**config.mk**
```make
export PLATFORM = sky130hd
export DESIGN_NAME = uart_rx_fifo
export DESIGN_NICKNAME = d
export VERILOG_FILES = /design/src/rtl/uart_rx_fifo.sv
export SDC_FILE = /design/constraint.sdc
export NUM_CORES = 1
export LEC_CHECK = 0
export CORE_ASPECT_RATIO = 1.75
export CORE_MARGIN = 2
export CORE_UTILIZATION = 45
export DETAILED_ROUTE_END_ITERATION = 12
export GPL_TIMING_DRIVEN = 1
export SYNTH_ARGS = -nofsm -noshare
export SYNTH_HDL_FRONTEND = slang
export SYNTH_SLANG_ARGS = --single-unit
export TNS_END_PERCENT = 20
```
**constraint.sdc**
```tcl
create_clock -name clk -period 8.23 [get_ports clk]
set_input_delay 0.823 -clock clk [delete_from_list [all_inputs] [get_ports clk]]
set_output_delay 0.823 -clock clk [all_outputs]
set_load 0.02 [all_outputs]
```
**src/rtl/uart_rx_fifo.sv**
```systemverilog
// UART receiver (8N1, or 8E1 with UART_RX_PARITY_EN) feeding a 2**DEPTH_LOG2-entry byte FIFO.
// Byte visible one cycle after its stop-bit sample; no backpressure: a push into a full FIFO drops the byte and sets overrun.
module uart_rx_fifo #(
    parameter int CLKS_PER_BIT = 434,
    parameter int DEPTH_LOG2   = 4
) (
    input  logic                  clk,
    input  logic                  rst_n,
    input  logic                  uart_rx,
    input  logic                  uart_re,
    input  logic                  err_clr,
    output logic [7:0]            rd_data,
    output logic                  rx_valid,
    output logic [DEPTH_LOG2:0]   rx_count,
    output logic                  overrun,
    output logic                  frame_err,
    output logic                  parity_err
);
    localparam int DEPTH = 1 << DEPTH_LOG2;
    localparam int TW    = $clog2(CLKS_PER_BIT) + 1;
    localparam logic [TW-1:0] HALF_LAST = TW'(CLKS_PER_BIT / 2 - 1);
    localparam logic [TW-1:0] BIT_LAST  = TW'(CLKS_PER_BIT - 1);

`ifdef UART_RX_PARITY_EN
    typedef enum logic [2:0] {S_IDLE, S_START, S_DATA, S_PARITY, S_STOP, S_BREAK} state_t;
`else
    typedef enum logic [2:0] {S_IDLE, S_START, S_DATA, S_STOP, S_BREAK} state_t;
`endif

    logic                  r_sync1, r_sync2;
    state_t                r_state, w_state_nxt;
    logic [TW-1:0]         r_timer, w_timer_nxt;
    logic [2:0]            r_bit_idx, w_bit_nxt;
    logic [7:0]            r_shift, w_shift_nxt;
    logic [7:0]            r_mem [DEPTH];
    logic [DEPTH_LOG2-1:0] r_wr_ptr, r_rd_ptr;
    logic [DEPTH_LOG2:0]   r_count;
    logic                  r_overrun, r_frame_err;
    logic                  w_rx_s, w_push, w_frame_ev, w_par_ok;
    logic                  w_pop, w_full, w_push_acc, w_overrun_ev;

    assign w_rx_s = r_sync2;

`ifdef UART_RX_PARITY_EN
    logic r_par_bad, w_par_bad_nxt, w_parity_ev, r_parity_err;
    assign w_par_ok   = ~r_par_bad;
    assign parity_err = r_parity_err;
`else
    assign w_par_ok   = 1'b1;
    assign parity_err = 1'b0;
`endif

    always_comb begin
        w_state_nxt = r_state;
        w_timer_nxt = r_timer + TW'(1);
        w_bit_nxt   = r_bit_idx;
        w_shift_nxt = r_shift;
        w_push      = 1'b0;
        w_frame_ev  = 1'b0;
`ifdef UART_RX_PARITY_EN
        w_par_bad_nxt = r_par_bad;
        w_parity_ev   = 1'b0;
`endif
        case (r_state)
            S_IDLE: begin
                w_timer_nxt = '0;
                if (!w_rx_s) w_state_nxt = S_START;
            end
            S_START: if (r_timer == HALF_LAST) begin
                w_timer_nxt = '0;
                w_bit_nxt   = 3'd0;
                w_state_nxt = w_rx_s ? S_IDLE : S_DATA;
            end
            S_DATA: if (r_timer == BIT_LAST) begin
                w_timer_nxt = '0;
                w_shift_nxt = {w_rx_s, r_shift[7:1]};
                w_bit_nxt   = r_bit_idx + 3'd1;
`ifdef UART_RX_PARITY_EN
                if (r_bit_idx == 3'd7) w_state_nxt = S_PARITY;
`else
                if (r_bit_idx == 3'd7) w_state_nxt = S_STOP;
`endif
            end
`ifdef UART_RX_PARITY_EN
            S_PARITY: if (r_timer == BIT_LAST) begin
                w_timer_nxt   = '0;
                w_par_bad_nxt = ^{r_shift, w_rx_s};
                w_state_nxt   = S_STOP;
            end
`endif
            S_STOP: if (r_timer == BIT_LAST) begin
                w_timer_nxt = '0;
                if (w_rx_s) begin
                    // Back to IDLE mid-stop-bit: half a bit of resync margin for the next start edge.
                    w_state_nxt = S_IDLE;
                    w_push      = w_par_ok;
`ifdef UART_RX_PARITY_EN
                    w_parity_ev = ~w_par_ok;
`endif
                end else begin
                    w_frame_ev  = 1'b1;
                    w_state_nxt = S_BREAK;
                end
            end
            S_BREAK: begin
                w_timer_nxt = '0;
                if (w_rx_s) w_state_nxt = S_IDLE;
            end
            default: w_state_nxt = S_IDLE;
        endcase
    end

    always_ff @(posedge clk or negedge rst_n) begin
        if (!rst_n) begin
            r_sync1   <= 1'b1;
            r_sync2   <= 1'b1;
            r_state   <= S_IDLE;
            r_timer   <= '0;
            r_bit_idx <= '0;
            r_shift   <= '0;
        end else begin
            r_sync1   <= uart_rx;
            r_sync2   <= r_sync1;
            r_state   <= w_state_nxt;
            r_timer   <= w_timer_nxt;
            r_bit_idx <= w_bit_nxt;
            r_shift   <= w_shift_nxt;
        end
    end

    // A pop in the same cycle frees the slot, so a push into a full FIFO is still accepted.
    assign w_pop        = uart_re && (r_count != '0);
    assign w_full       = (r_count == (DEPTH_LOG2 + 1)'(DEPTH));
    assign w_push_acc   = w_push && (!w_full || w_pop);
    assign w_overrun_ev = w_push && w_full && !w_pop;

    always_ff @(posedge clk) begin
        if (w_push_acc) r_mem[r_wr_ptr] <= r_shift;
    end

    always_ff @(posedge clk or negedge rst_n) begin
        if (!rst_n) begin
            r_wr_ptr    <= '0;
            r_rd_ptr    <= '0;
            r_count     <= '0;
            r_overrun   <= 1'b0;
            r_frame_err <= 1'b0;
        end else begin
            if (w_push_acc) r_wr_ptr <= r_wr_ptr + DEPTH_LOG2'(1);
            if (w_pop)      r_rd_ptr <= r_rd_ptr + DEPTH_LOG2'(1);
            if (w_push_acc && !w_pop)      r_count <= r_count + (DEPTH_LOG2 + 1)'(1);
            else if (!w_push_acc && w_pop) r_count <= r_count - (DEPTH_LOG2 + 1)'(1);
            r_overrun   <= w_overrun_ev | (r_overrun & ~err_clr);
            r_frame_err <= w_frame_ev   | (r_frame_err & ~err_clr);
        end
    end

`ifdef UART_RX_PARITY_EN
    always_ff @(posedge clk or negedge rst_n) begin
        if (!rst_n) begin
            r_par_bad    <= 1'b0;
            r_parity_err <= 1'b0;
        end else begin
            r_par_bad    <= w_par_bad_nxt;
            r_parity_err <= w_parity_ev | (r_parity_err & ~err_clr);
        end
    end
`endif

    assign rd_data   = (r_count != '0) ? r_mem[r_rd_ptr] : 8'h00;
    assign rx_valid  = (r_count != '0);
    assign rx_count  = r_count;
    assign overrun   = r_overrun;
    assign frame_err = r_frame_err;
endmodule

```
# Word-level counts from Yosys, hierarchy flattened
# Memories as Yosys holds them, arrays and structs flattened.
# Cells that the tools add are included.
[op_classes]
add_sub_neg = 6
n_eq_ne = 14
mux = 26
n_bitwise = 5
reduce_logical = 19
[op_table]
columns = ["operator", "count"]
rows = [
  ["10-bit case mux with 3 select lines", 1],
  ["3-bit 2-to-1 mux", 9],
  ["10-bit 2-to-1 mux", 2],
  ["3-bit case mux with 5 select lines", 1],
  ["2-bit != test (second input constant)", 6],
  ["10-bit by 1-bit adder with 10-bit output (second input constant)", 1],
  ["10-bit by 8-bit == test with 1-bit output (second input constant)", 1],
  ["10-bit by 9-bit == test with 1-bit output (second input constant)", 1],
  ["5-bit 2-to-1 mux", 2],
  ["4-bit by 1-bit adder with 4-bit output (second input constant)", 2],
  ["1-bit 2-to-1 mux", 8],
  ["8-bit 2-to-1 mux", 1],
  ["3-bit by 2-bit == test with 1-bit output (second input constant)", 2],
  ["3-bit == test (second input constant)", 2],
  ["1-bit logical AND", 6],
  ["3-bit case mux with 2 select lines", 1],
  ["6-bit AND reduction", 1],
  ["5-bit by 1-bit adder with 5-bit output (second input constant)", 1],
  ["5-bit == test (second input constant)", 1],
  ["5-bit nonzero test", 1],
  ["5-bit by 1-bit subtractor with 5-bit output (second input constant)", 1],
  ["2-bit nonzero test", 2],
  ["2-bit OR reduction", 2],
  ["3-bit by 1-bit adder with 3-bit output (second input constant)", 1],
  ["10 further kinds", 14],
]
[word_totals]
ff_bits = 41
ram_bits = 128
in_bits = 5
out_inout_bits = 17
elab_cells = 82
memories = 1
[mem_list]
columns = ["memory", "words", "width", "rd", "rd_ports_with_merged_regs", "wr", "line_no", "text"]
rows = [
  ["r_mem", 16, 8, 1, 0, 1, "35", "logic [7:0] r_mem [DEPTH];"],
]

# Longest topological paths before layout
# Gate-level depths: netlist of run 1.
[logic_depth]
ltp_word = 8
mapped_depth = 13
mapped_depth_nobuf = 13

# Worst setup path before layout of run 1
# Ideal clock, no wire load.
[synth_path]
kind = "reg2reg"
startpoint = "register r_timer[1]"
endpoint = "register r_count[4] (netlist: rx_count[4])"
setup_ns = 0.136
t_arrival_ns = 2.816
required_ns = 8.094
slack_ns = 5.277
stages_incl_launch_ff = 13
path_buffers = 0
period_less_slack_ns = 2.953
cell_sequence = "dfrtp_1 > inv_1 > ha_1 > nand4bb_4 > nor4_4 > nand2_2 > inv_1 > ha_1 > inv_1 > fa_1 > a21o_1 > a2111oi_0 > o31ai_1"
[synth_between]
elab_chain_len = 7
elab_cells_between_ends = 9
classes_between = "eq/ne (1); mux (3); reduce/logical (5)"
[synth_rtl]
columns = ["item", "line_no", "text"]
rows = [
  ["start: declaration", "32", "logic [TW-1:0] r_timer, w_timer_nxt;"],
  ["start signal: assignment", "125", "r_timer <= w_timer_nxt;"],
  ["10-bit by 9-bit == test with 1-bit output (*)", "91", "S_STOP: if (r_timer == BIT_LAST) begin"],
  ["1-bit 2-to-1 mux (*)", "91", ""],
  ["1-bit 2-to-1 mux (*)", "64", "case (r_state)"],
  ["1-bit logical AND (*)", "134", "assign w_push_acc = w_push && (!w_full || w_pop);"],
  ["via w_push_acc", "40", "logic w_pop, w_full, w_push_acc, w_overrun_ev;"],
  ["1-bit zero test", "152", "else if (!w_push_acc && w_pop) r_count <= r_count - (DEPTH_LOG2 + 1)'(1);"],
  ["1-bit logical AND", "152", ""],
  ["2-bit nonzero test (no source line)", "--", ""],
  ["end signal: assignment", "151", "if (w_push_acc && !w_pop) r_count <= r_count + (DEPTH_LOG2 + 1)'(1);"],
  ["end signal: assignment", "152", ""],
  ["end: declaration", "37", "logic [DEPTH_LOG2:0] r_count;"],
]
# The timed path passes the listed nets; every way through them passes the cells marked *.
# A chain may end at the register's enable or synchronous reset.

# Final worst setup path of run 1
[layout_path]
startpoint = "register r_rd_ptr[0]"
endpoint = "output rd_data[7]"
[layout_between]
elab_chain_len = 2
[layout_rtl]
columns = ["item", "line_no", "text"]
rows = [
  ["start: declaration", "36", "logic [DEPTH_LOG2-1:0] r_wr_ptr, r_rd_ptr;"],
  ["start signal: assignment", "150", "if (w_pop) r_rd_ptr <= r_rd_ptr + DEPTH_LOG2'(1);"],
  ["memory read 16 x 8 bit", "--", ""],
  ["8-bit 2-to-1 mux", "170", "assign rd_data = (r_count != '0) ? r_mem[r_rd_ptr] : 8'h00;"],
  ["end: declaration", "12", "output logic [7:0] rd_data,"],
]
# Every way passes these cells.

==> flow_results.xml, run 1 <==
<?xml version="1.0" encoding="UTF-8"?>
<metrics>
  <group name="run_status">
    <metric name="status" unit="">complete, no violations</metric>
  </group>
  <group name="timing">
    <metric name="tightestPinTransition" unit="ns">1.11</metric>
    <metric name="final.period_utilization" unit="">0.489</metric>
    <metric name="fmaxAchievable" unit="GHz">0.248</metric>
    <metric name="rsz_0062_raised_after_global_routing" unit="">no</metric>
    <metric name="worst_hold_slack" unit="ns">0.356</metric>
    <metric name="final_period_demand_of_the_worst_path" unit="ns">4.03</metric>
    <metric name="slew-limit-headroom" unit="">0.256</metric>
    <metric name="finClkSkew" unit="ns">0.0152</metric>
    <metric name="maxSlewViolCount" unit="">0</metric>
    <metric name="setup_viol_count_final" unit="">0</metric>
    <metric name="final-hold-violation-count" unit="">0</metric>
    <metric name="final_setup_tns" unit="ns">0</metric>
  </group>
  <group name="clock_network">
    <metric name="cts_bufs_inserted" unit="">17</metric>
    <metric name="post_cts_hold_buffer_count" unit="">0</metric>
    <metric name="clk_pin_slew_worst_paths" unit="ns">0.07</metric>
    <metric name="cts_root_buf" unit="">sky130_fd_sc_hd__clkbuf_16</metric>
    <metric name="clockBufferDepth" unit="">2</metric>
    <metric name="clock_tree.htree_level_count" unit="">4</metric>
    <metric name="cts_repair_resize_count" unit="">0</metric>
    <metric name="worstSkewPairLatency" unit="ns">0.42</metric>
    <metric name="cts_setup_buffers" unit="">0</metric>
    <metric name="numClockSinks" unit="">169</metric>
    <metric name="tritoncts_clock_tree" unit="">built</metric>
  </group>
  <group name="setup_path">
    <metric name="reg2reg_end" unit="">rx_count[4]</metric>
    <metric name="worstPathMaxFanout" unit="">29</metric>
    <metric name="cp.arrival" unit="ns">3.20</metric>
    <metric name="crit_type" unit="">flip-flop to output port</metric>
    <metric name="crit-reg2reg-launch" unit="">r_timer[1]</metric>
    <metric name="rrSetupSlack" unit="ns">4.73</metric>
    <metric name="critical_path.startpoint_type" unit="">flip-flop</metric>
    <metric name="critical_path.endpoint_type" unit="">output port</metric>
    <metric name="worst_ep_required_time" unit="ns">7.41</metric>
    <metric name="worst-r2r-cell-count" unit="">12</metric>
  </group>
  <group name="detailed_routing">
    <metric name="detail_route.drc_violations" unit="">0</metric>
    <metric name="vias" unit="">3679</metric>
    <metric name="firstDrtPassIters" unit="">7</metric>
    <metric name="initialDrtViolationCount" unit="">207</metric>
    <metric name="total_routed_length" unit="um">13600</metric>
    <metric name="post_drt_wl_per_cell" unit="um">20.6</metric>
    <metric name="detail-route-antenna-nets" unit="">0</metric>
    <metric name="post_drt_via_cell_ratio" unit="">5.60</metric>
  </group>
  <group name="die">
    <metric name="coreArea" unit="um^2">15700</metric>
    <metric name="die_height" unit="um">171</metric>
    <metric name="die_width" unit="um">99.5</metric>
    <metric name="ios" unit="">22</metric>
    <metric name="floorplan.die_area" unit="um^2">17000</metric>
    <metric name="initial_utilization" unit="">0.456</metric>
    <metric name="placementRows" unit="">61</metric>
  </group>
  <group name="global_route">
    <metric name="grt_remaining_overflow" unit="">0</metric>
    <metric name="grt_max_degree" unit="">42</metric>
    <metric name="grt_pass1_wl" unit="um">21600</metric>
    <metric name="grt_usage" unit="">0.175</metric>
    <metric name="first_global_vias" unit="">3943</metric>
    <metric name="initial_antenna_violation_count" unit="">0</metric>
  </group>
  <group name="hold_path">
    <metric name="timing.hold.worst_path_depth" unit="">0</metric>
    <metric name="holdCritStartpoint" unit="">r_sync1</metric>
    <metric name="worstHoldEndpoint" unit="">r_sync2</metric>
    <metric name="class_of_the_tightest_hold_or_removal_check" unit="">flip-flop to flip-flop</metric>
  </group>
  <group name="pwr">
    <metric name="power_density" unit="nW/um^2">205</metric>
    <metric name="peakVddDrop" unit="uV">131</metric>
    <metric name="static-leakage-power" unit="uW">0.00319</metric>
  </group>
  <group name="final_layout">
    <metric name="multi_input_gate_area_in_the_final_layout" unit="um^2">2110</metric>
    <metric name="post-route-cell-area" unit="um^2">8170</metric>
    <metric name="antenna_cells" unit="">0</metric>
    <metric name="layout.cells.most_common" unit="">sky130_fd_sc_hd__edfxtp_1</metric>
    <metric name="fillerInstances" unit="">1273</metric>
    <metric name="layout_cells_sized_above_1" unit="">0.233</metric>
    <metric name="syn2layout_area_growth" unit="%">13.8</metric>
    <metric name="utilization" unit="">0.520</metric>
    <metric name="seqCellArea" unit="um^2">4870</metric>
    <metric name="mostFrequentLayoutCells" unit="">sky130_fd_sc_hd__edfxtp_1, sky130_fd_sc_hd__dfrtp_1, sky130_fd_sc_hd__mux4_2</metric>
    <metric name="nNetsFinal" unit="">475</metric>
  </group>
  <group name="place">
    <metric name="place_hpwl" unit="um">9300</metric>
    <metric name="numPortBuffers" unit="">20</metric>
    <metric name="gpl_wtd_cong" unit="">0.797</metric>
    <metric name="placed_standard_cell_area" unit="um^2">7590</metric>
  </group>
  <group name="logic_synthesis">
    <metric name="yosysWarningCount" unit="">0</metric>
    <metric name="post_synth_num_cell_types" unit="">50</metric>
    <metric name="synthesis.instances" unit="">422</metric>
    <metric name="synth_register_bits" unit="">169</metric>
    <metric name="postSynthAreaPerCell" unit="um^2">17.0</metric>
    <metric name="synth.yosys.seq_area_share" unit="">0.679</metric>
    <metric name="netlist_area" unit="um^2">7180</metric>
    <metric name="post_syn_nets" unit="">442</metric>
  </group>
  <group name="job">
    <metric name="drv_cap" unit="">0</metric>
  </group>
</metrics>
-- cell families (layout without fill, tap and decap cells) --
family / after synthesis / count (layout) / synth area share
compound gates: 38 / 38 / 0.0333
mux: 62 / 62 / 0.146
flops: 169 / 169 / 0.679
other cells: 1 / 1 / 0.000523
fa+ha+maj: 15 / 15 / 0.0272
buf+inv: 38 / 84 / 0.0269
xor+xnor: 17 / 17 / 0.0207
simple gates: 82 / 82 / 0.0668
-- layout make-up --
| cell class | count | share of cell area |
|---|---|---|
| clock inverter | 15 | 0.0185 |
| tap | 189 | 0.0289 |
| sequential | 169 | 0.597 |
| clock buffer | 17 | 0.0521 |
| inverter | 17 | 0.00781 |
| timing repair buffer | 35 | 0.0377 |
| multi-input combinational | 215 | 0.258 |
-- report_power, final --
part | internal, uW | switching [uW]
registers | 908 | 0.481
logic | 1.63 | 5.38
clock network | 404 | 357
-- layer usage --
metal  vias up  GRT usage  routed length [um]
met4         0     0.0727                 303
met1      1872      0.188                5070
met3        20     0.0310                 343
li1       1701          -                   -
met5         -          0                   0
met2        86      0.332                7840
-- critical path, stage by stage, from the launching register on --
cell and delay (ns):
sky130_fd_sc_hd__dfrtp_2 0.49, sky130_fd_sc_hd__buf_4 0.55, sky130_fd_sc_hd__mux4_2 0.61, sky130_fd_sc_hd__mux2_2 0.28, sky130_fd_sc_hd__o21ai_0 0.19, sky130_fd_sc_hd__a21oi_1 0.08
sky130_fd_sc_hd__clkdlybuf4s50_1 0.58
-- through the flow --
stage               setup WS [ns]  cells  power (uW)
detailed placement           4.40    625         934
CTS                          4.10    657        1690
finish                       4.20    657        1680
global route                 3.95    657        1730
floorplan                    5.28    422         928
global placement             4.46    625         934
-- flip-flops by register name, summed over array words and instances (netlist names), 3 cells and up --
name and cells:
r_mem 128, r_timer 10, r_shift 8, rx_count 5, r_rd_ptr 4, r_wr_ptr 4, r_bit_idx 3, r_state 3
-- Yosys cell counts (all sizes together) --
cell / number / area [um^2]
nor2b: 1 / 6.26
inv: 17 / 63.8
a31oi: 1 / 6.26
fa: 1 / 20.0
a221oi: 1 / 15.0
dfrtp: 39 / 976
xnor2: 13 / 114
buf: 13 / 97.6
a32oi: 1 / 8.76
a41oi: 1 / 8.76
nand2: 12 / 55.1
nand3: 10 / 50.1
a2111oi: 1 / 8.76
o21ai: 13 / 65.1
a21o: 2 / 15.0
a22o: 1 / 8.76
nor2: 19 / 71.3
a32o: 1 / 10.0
a21oi: 12 / 60.1
clkbuf: 8 / 31.3
and3: 4 / 25.0
mux4: 32 / 721
o31a: 1 / 8.76
nand4: 1 / 6.26
edfxtp: 128 / 3840
o41ai: 1 / 8.76
conb: 1 / 3.75
xor2: 4 / 35.0
nand4bb: 3 / 50.1
or3b: 1 / 11.3
o31ai: 2 / 15.0
nor4: 8 / 71.3
nand2b: 5 / 31.3
ha: 14 / 175
dfstp: 2 / 52.6
nor3: 18 / 101
mux2i: 11 / 110
mux2: 19 / 214
-- how the worst max path moves through the flow --
stage / startpoint / to / slack [ns] / depth (start not counted)
2_1_floorplan: r_timer[1] / rx_count[4] / 5.28 / 12
3_3_place_gp: uart_re / rx_count[4] / 4.46 / 11
3_5_place_dp: uart_re / rx_count[4] / 4.40 / 11
4_1_cts: r_rd_ptr[0] / rd_data[7] / 4.10 / 6
5_1_grt: r_rd_ptr[0] / rd_data[7] / 3.95 / 6
6_report: r_rd_ptr[0] / rd_data[7] / 4.20 / 6
Note: power is estimated with default switching activity, not from simulation.
==> run 2, diff against run 1 <==
==> constraint.sdc (replaced) <==
create_clock -name clk -period 3.4 [get_ports clk]
set_input_delay 0.34 -clock clk [delete_from_list [all_inputs] [get_ports clk]]
set_output_delay 0.34 -clock clk [all_outputs]
set_load 0.02 [all_outputs]
==> run 2 against run 1 <==
Effect of this change: critical path depth unchanged; count of clock-buffer cells in the layout is 2 higher; sequential power is 140% higher; via count up 0.27%; utilization up 0.37 points; register-to-register slack worse by 4.5 ns; design area is 0.70% higher; first-iteration DRC count increased by 28%; highest routed layer unchanged.
==> flow_results.xml, run 2 (synthesis gave the netlist of run 1 again) <==
<?xml version="1.0" encoding="UTF-8"?>
<metrics>
  <group name="setup_path">
    <metric name="worst_path_largest_cell_delay" unit="ns">0.59</metric>
    <metric name="worst_ep_required_time" unit="ns">3.06</metric>
    <metric name="crit_type" unit="">flip-flop to output port</metric>
    <metric name="cp_cell_sequence" unit="">buf_12, mux4_2, mux2_2, o21ai_0, a21oi_1, clkdlybuf4s50_1</metric>
    <metric name="critical_path.startpoint_type" unit="">flip-flop</metric>
    <metric name="path_delay_family" unit="">multiplexers</metric>
    <metric name="cpMaxStageDelayCell" unit="">sky130_fd_sc_hd__mux4_2</metric>
    <metric name="worstPathMaxFanout" unit="">31</metric>
    <metric name="critical_path.endpoint_type" unit="">output port</metric>
    <metric name="worstPathBufferInverterCount" unit="">2</metric>
    <metric name="cp.arrival" unit="ns">2.90</metric>
  </group>
  <group name="final_layout">
    <metric name="antenna_cells" unit="">0</metric>
    <metric name="largest_reg_flops" unit="">128</metric>
    <metric name="layout.cells.most_common" unit="">sky130_fd_sc_hd__edfxtp_1</metric>
    <metric name="layoutNonFillerInstCount" unit="">665</metric>
    <metric name="mostFrequentLayoutCells" unit="">sky130_fd_sc_hd__edfxtp_1, sky130_fd_sc_hd__dfrtp_1, sky130_fd_sc_hd__mux4_2</metric>
    <metric name="nNetsFinal" unit="">483</metric>
    <metric name="layout_top_registers" unit="">r_mem (128), r_timer (10), r_shift (8)</metric>
    <metric name="layout_cells_sized_above_1" unit="">0.239</metric>
    <metric name="seqCellArea" unit="um^2">4870</metric>
    <metric name="multi_input_gate_area_in_the_final_layout" unit="um^2">2120</metric>
    <metric name="largest-register" unit="">r_mem</metric>
    <metric name="syn2layout_area_growth" unit="%">14.6</metric>
    <metric name="fillerInstances" unit="">1301</metric>
  </group>
  <group name="clock_network">
    <metric name="numClockSinks" unit="">169</metric>
    <metric name="cts_bufs_inserted" unit="">17</metric>
    <metric name="cts_root_buf" unit="">sky130_fd_sc_hd__clkbuf_16</metric>
    <metric name="clock_tree.htree_level_count" unit="">4</metric>
    <metric name="cts_setup_buffers" unit="">0</metric>
    <metric name="worstSkewPairLatency" unit="ns">0.42</metric>
    <metric name="tritoncts_clock_tree" unit="">built</metric>
    <metric name="clockBufferDepth" unit="">2</metric>
    <metric name="clk_pin_slew_worst_paths" unit="ns">0.07</metric>
  </group>
  <group name="timing">
    <metric name="rsz_0062_raised_after_global_routing" unit="">no</metric>
    <metric name="final.period_utilization" unit="">0.953</metric>
    <metric name="slew-limit-headroom" unit="">0.367</metric>
    <metric name="maxSlewViolCount" unit="">0</metric>
    <metric name="tightestPinTransition" unit="ns">0.950</metric>
    <metric name="finClkSkew" unit="ns">0.0104</metric>
    <metric name="final_period_demand_of_the_worst_path" unit="ns">3.24</metric>
    <metric name="setup_viol_count_final" unit="">0</metric>
    <metric name="final-hold-violation-count" unit="">0</metric>
    <metric name="fmaxAchievable" unit="GHz">0.309</metric>
    <metric name="final_setup_tns" unit="ns">0</metric>
  </group>
  <group name="hold_path">
    <metric name="class_of_the_tightest_hold_or_removal_check" unit="">input port to asynchronous set/reset pin</metric>
  </group>
  <group name="detailed_routing">
    <metric name="post_drt_via_cell_ratio" unit="">5.55</metric>
    <metric name="total_routed_length" unit="um">14200</metric>
    <metric name="firstDrtPassIters" unit="">4</metric>
    <metric name="post_drt_wl_per_cell" unit="um">21.3</metric>
    <metric name="detail_route.drc_violations" unit="">0</metric>
    <metric name="initialDrtViolationCount" unit="">264</metric>
    <metric name="vias" unit="">3689</metric>
    <metric name="detail-route-antenna-nets" unit="">0</metric>
  </group>
  <group name="pwr">
    <metric name="power.combinational.fraction" unit="">0.005</metric>
    <metric name="power_density" unit="nW/um^2">491</metric>
    <metric name="p_sw_frac" unit="">0.203</metric>
    <metric name="static-leakage-power" unit="uW">0.00322</metric>
    <metric name="pwr-share-seq" unit="">0.545</metric>
    <metric name="clock_power_share" unit="">0.451</metric>
    <metric name="power_switching" unit="uW">818</metric>
    <metric name="p_int" unit="uW">3220</metric>
    <metric name="peakVddDrop" unit="uV">291</metric>
  </group>
  <group name="global_route">
    <metric name="grt_pass1_wl" unit="um">22300</metric>
    <metric name="initial_antenna_violation_count" unit="">0</metric>
    <metric name="grt_usage" unit="">0.179</metric>
    <metric name="grt_max_degree" unit="">42</metric>
    <metric name="grt_remaining_overflow" unit="">0</metric>
    <metric name="first_global_vias" unit="">3961</metric>
  </group>
  <group name="die">
    <metric name="initial_utilization" unit="">0.456</metric>
    <metric name="ios" unit="">22</metric>
    <metric name="die_width" unit="um">99.5</metric>
    <metric name="coreArea" unit="um^2">15700</metric>
    <metric name="placementRows" unit="">61</metric>
    <metric name="die_height" unit="um">171</metric>
    <metric name="floorplan.die_area" unit="um^2">17000</metric>
  </group>
  <group name="run_status">
    <metric name="status" unit="">complete, no violations</metric>
  </group>
  <group name="place">
    <metric name="gpl_wtd_cong" unit="">0.763</metric>
    <metric name="place_hpwl" unit="um">9510</metric>
    <metric name="numPlacedInstances" unit="">633</metric>
    <metric name="numPortBuffers" unit="">20</metric>
  </group>
  <group name="job">
    <metric name="drv_cap" unit="">0</metric>
  </group>
</metrics>
run 2: final timing paths:
| path | startpoint | cells after the start | end | slack (ns) |
|---|---|---|---|---|
| min | rst_n | 1 | r_timer[3] | 0.07 |
| max | r_rd_ptr[0] | 6 | rd_data[2] | 0.16 |
| max in group asynchronous | rst_n | 1 | r_rd_ptr[0] | 2.68 |
| min reg2reg | r_sync1 | 0 | r_sync2 | 0.36 |
| max reg2reg | r_timer[1] | 12 | rx_count[4] | 0.24 |
| min in group clk | uart_rx | 1 | r_sync1 | 0.33 |
run 2: final cells by class:
type,instances,share of cell area
flip-flops and latches,169,0.592
multi-input cells,215,0.257
clock buffers,19,0.0526
repair buffers,43,0.0462
well taps,189,0.0287
clock inverters,13,0.0149
inverters,17,0.00776
run 2: per-layer routing:
| layer | up-vias | share of wire | wire, um | GRT usage |
|---|---|---|---|---|
| met1 | 1908 | 0.38 | 5380 | 0.193 |
| li1 | 1709 | - | - | - |
| met4 | 0 | 0.014 | 204 | 0.0584 |
| met2 | 62 | 0.58 | 8260 | 0.345 |
| met5 | - | 0 | 0 | 0 |
| met3 | 10 | 0.022 | 312 | 0.0351 |
run 2: worst reg2reg max path, cell delays in order, from the launching register on:
cell and delay [ns]:
sky130_fd_sc_hd__dfrtp_1 0.42, sky130_fd_sc_hd__inv_1 0.10, sky130_fd_sc_hd__ha_1 0.20, sky130_fd_sc_hd__nand4bb_4 0.19
sky130_fd_sc_hd__nor4_4 0.33, sky130_fd_sc_hd__nand2_2 0.08, sky130_fd_sc_hd__inv_1 0.12, sky130_fd_sc_hd__ha_1 0.26
sky130_fd_sc_hd__inv_1 0.15, sky130_fd_sc_hd__fa_1 0.43, sky130_fd_sc_hd__a21o_1 0.22, sky130_fd_sc_hd__a2111oi_2 0.40
sky130_fd_sc_hd__o31ai_1 0.14
run 2: power by group through the flow:
stage / Sequential (uW) / Clock [uW] / Combinational (uW)
floorplan: 2240 / 0 / 3.77
global placement: 2240 / 0 / 18.7
detailed placement: 2240 / 0 / 19.0
CTS: 2200 / 1860 / 19.2
global route: 2200 / 1930 / 21.3
finish: 2200 / 1820 / 18.4
run 2: through the flow:
stage,setup WS (ns),power (uW),area (um^2),hold WS [ns],utilization
6_report,0.161,4040,8230,0.0702,0.523
5_1_grt,0.0256,4150,8230,0.143,0.523
4_1_cts,0.134,4080,8220,0.0922,0.523
3_5_place_dp,0.181,2260,7660,0.349,0.488
3_3_place_gp,0.422,2260,7660,0.349,0.488
2_1_floorplan,0.447,2250,7180,0.0444,-
run 2: timing repair:
action,CTS,global route
gates resized for setup,0,2
hold buffers,0,0
endpoints found under the setup margin,0,1
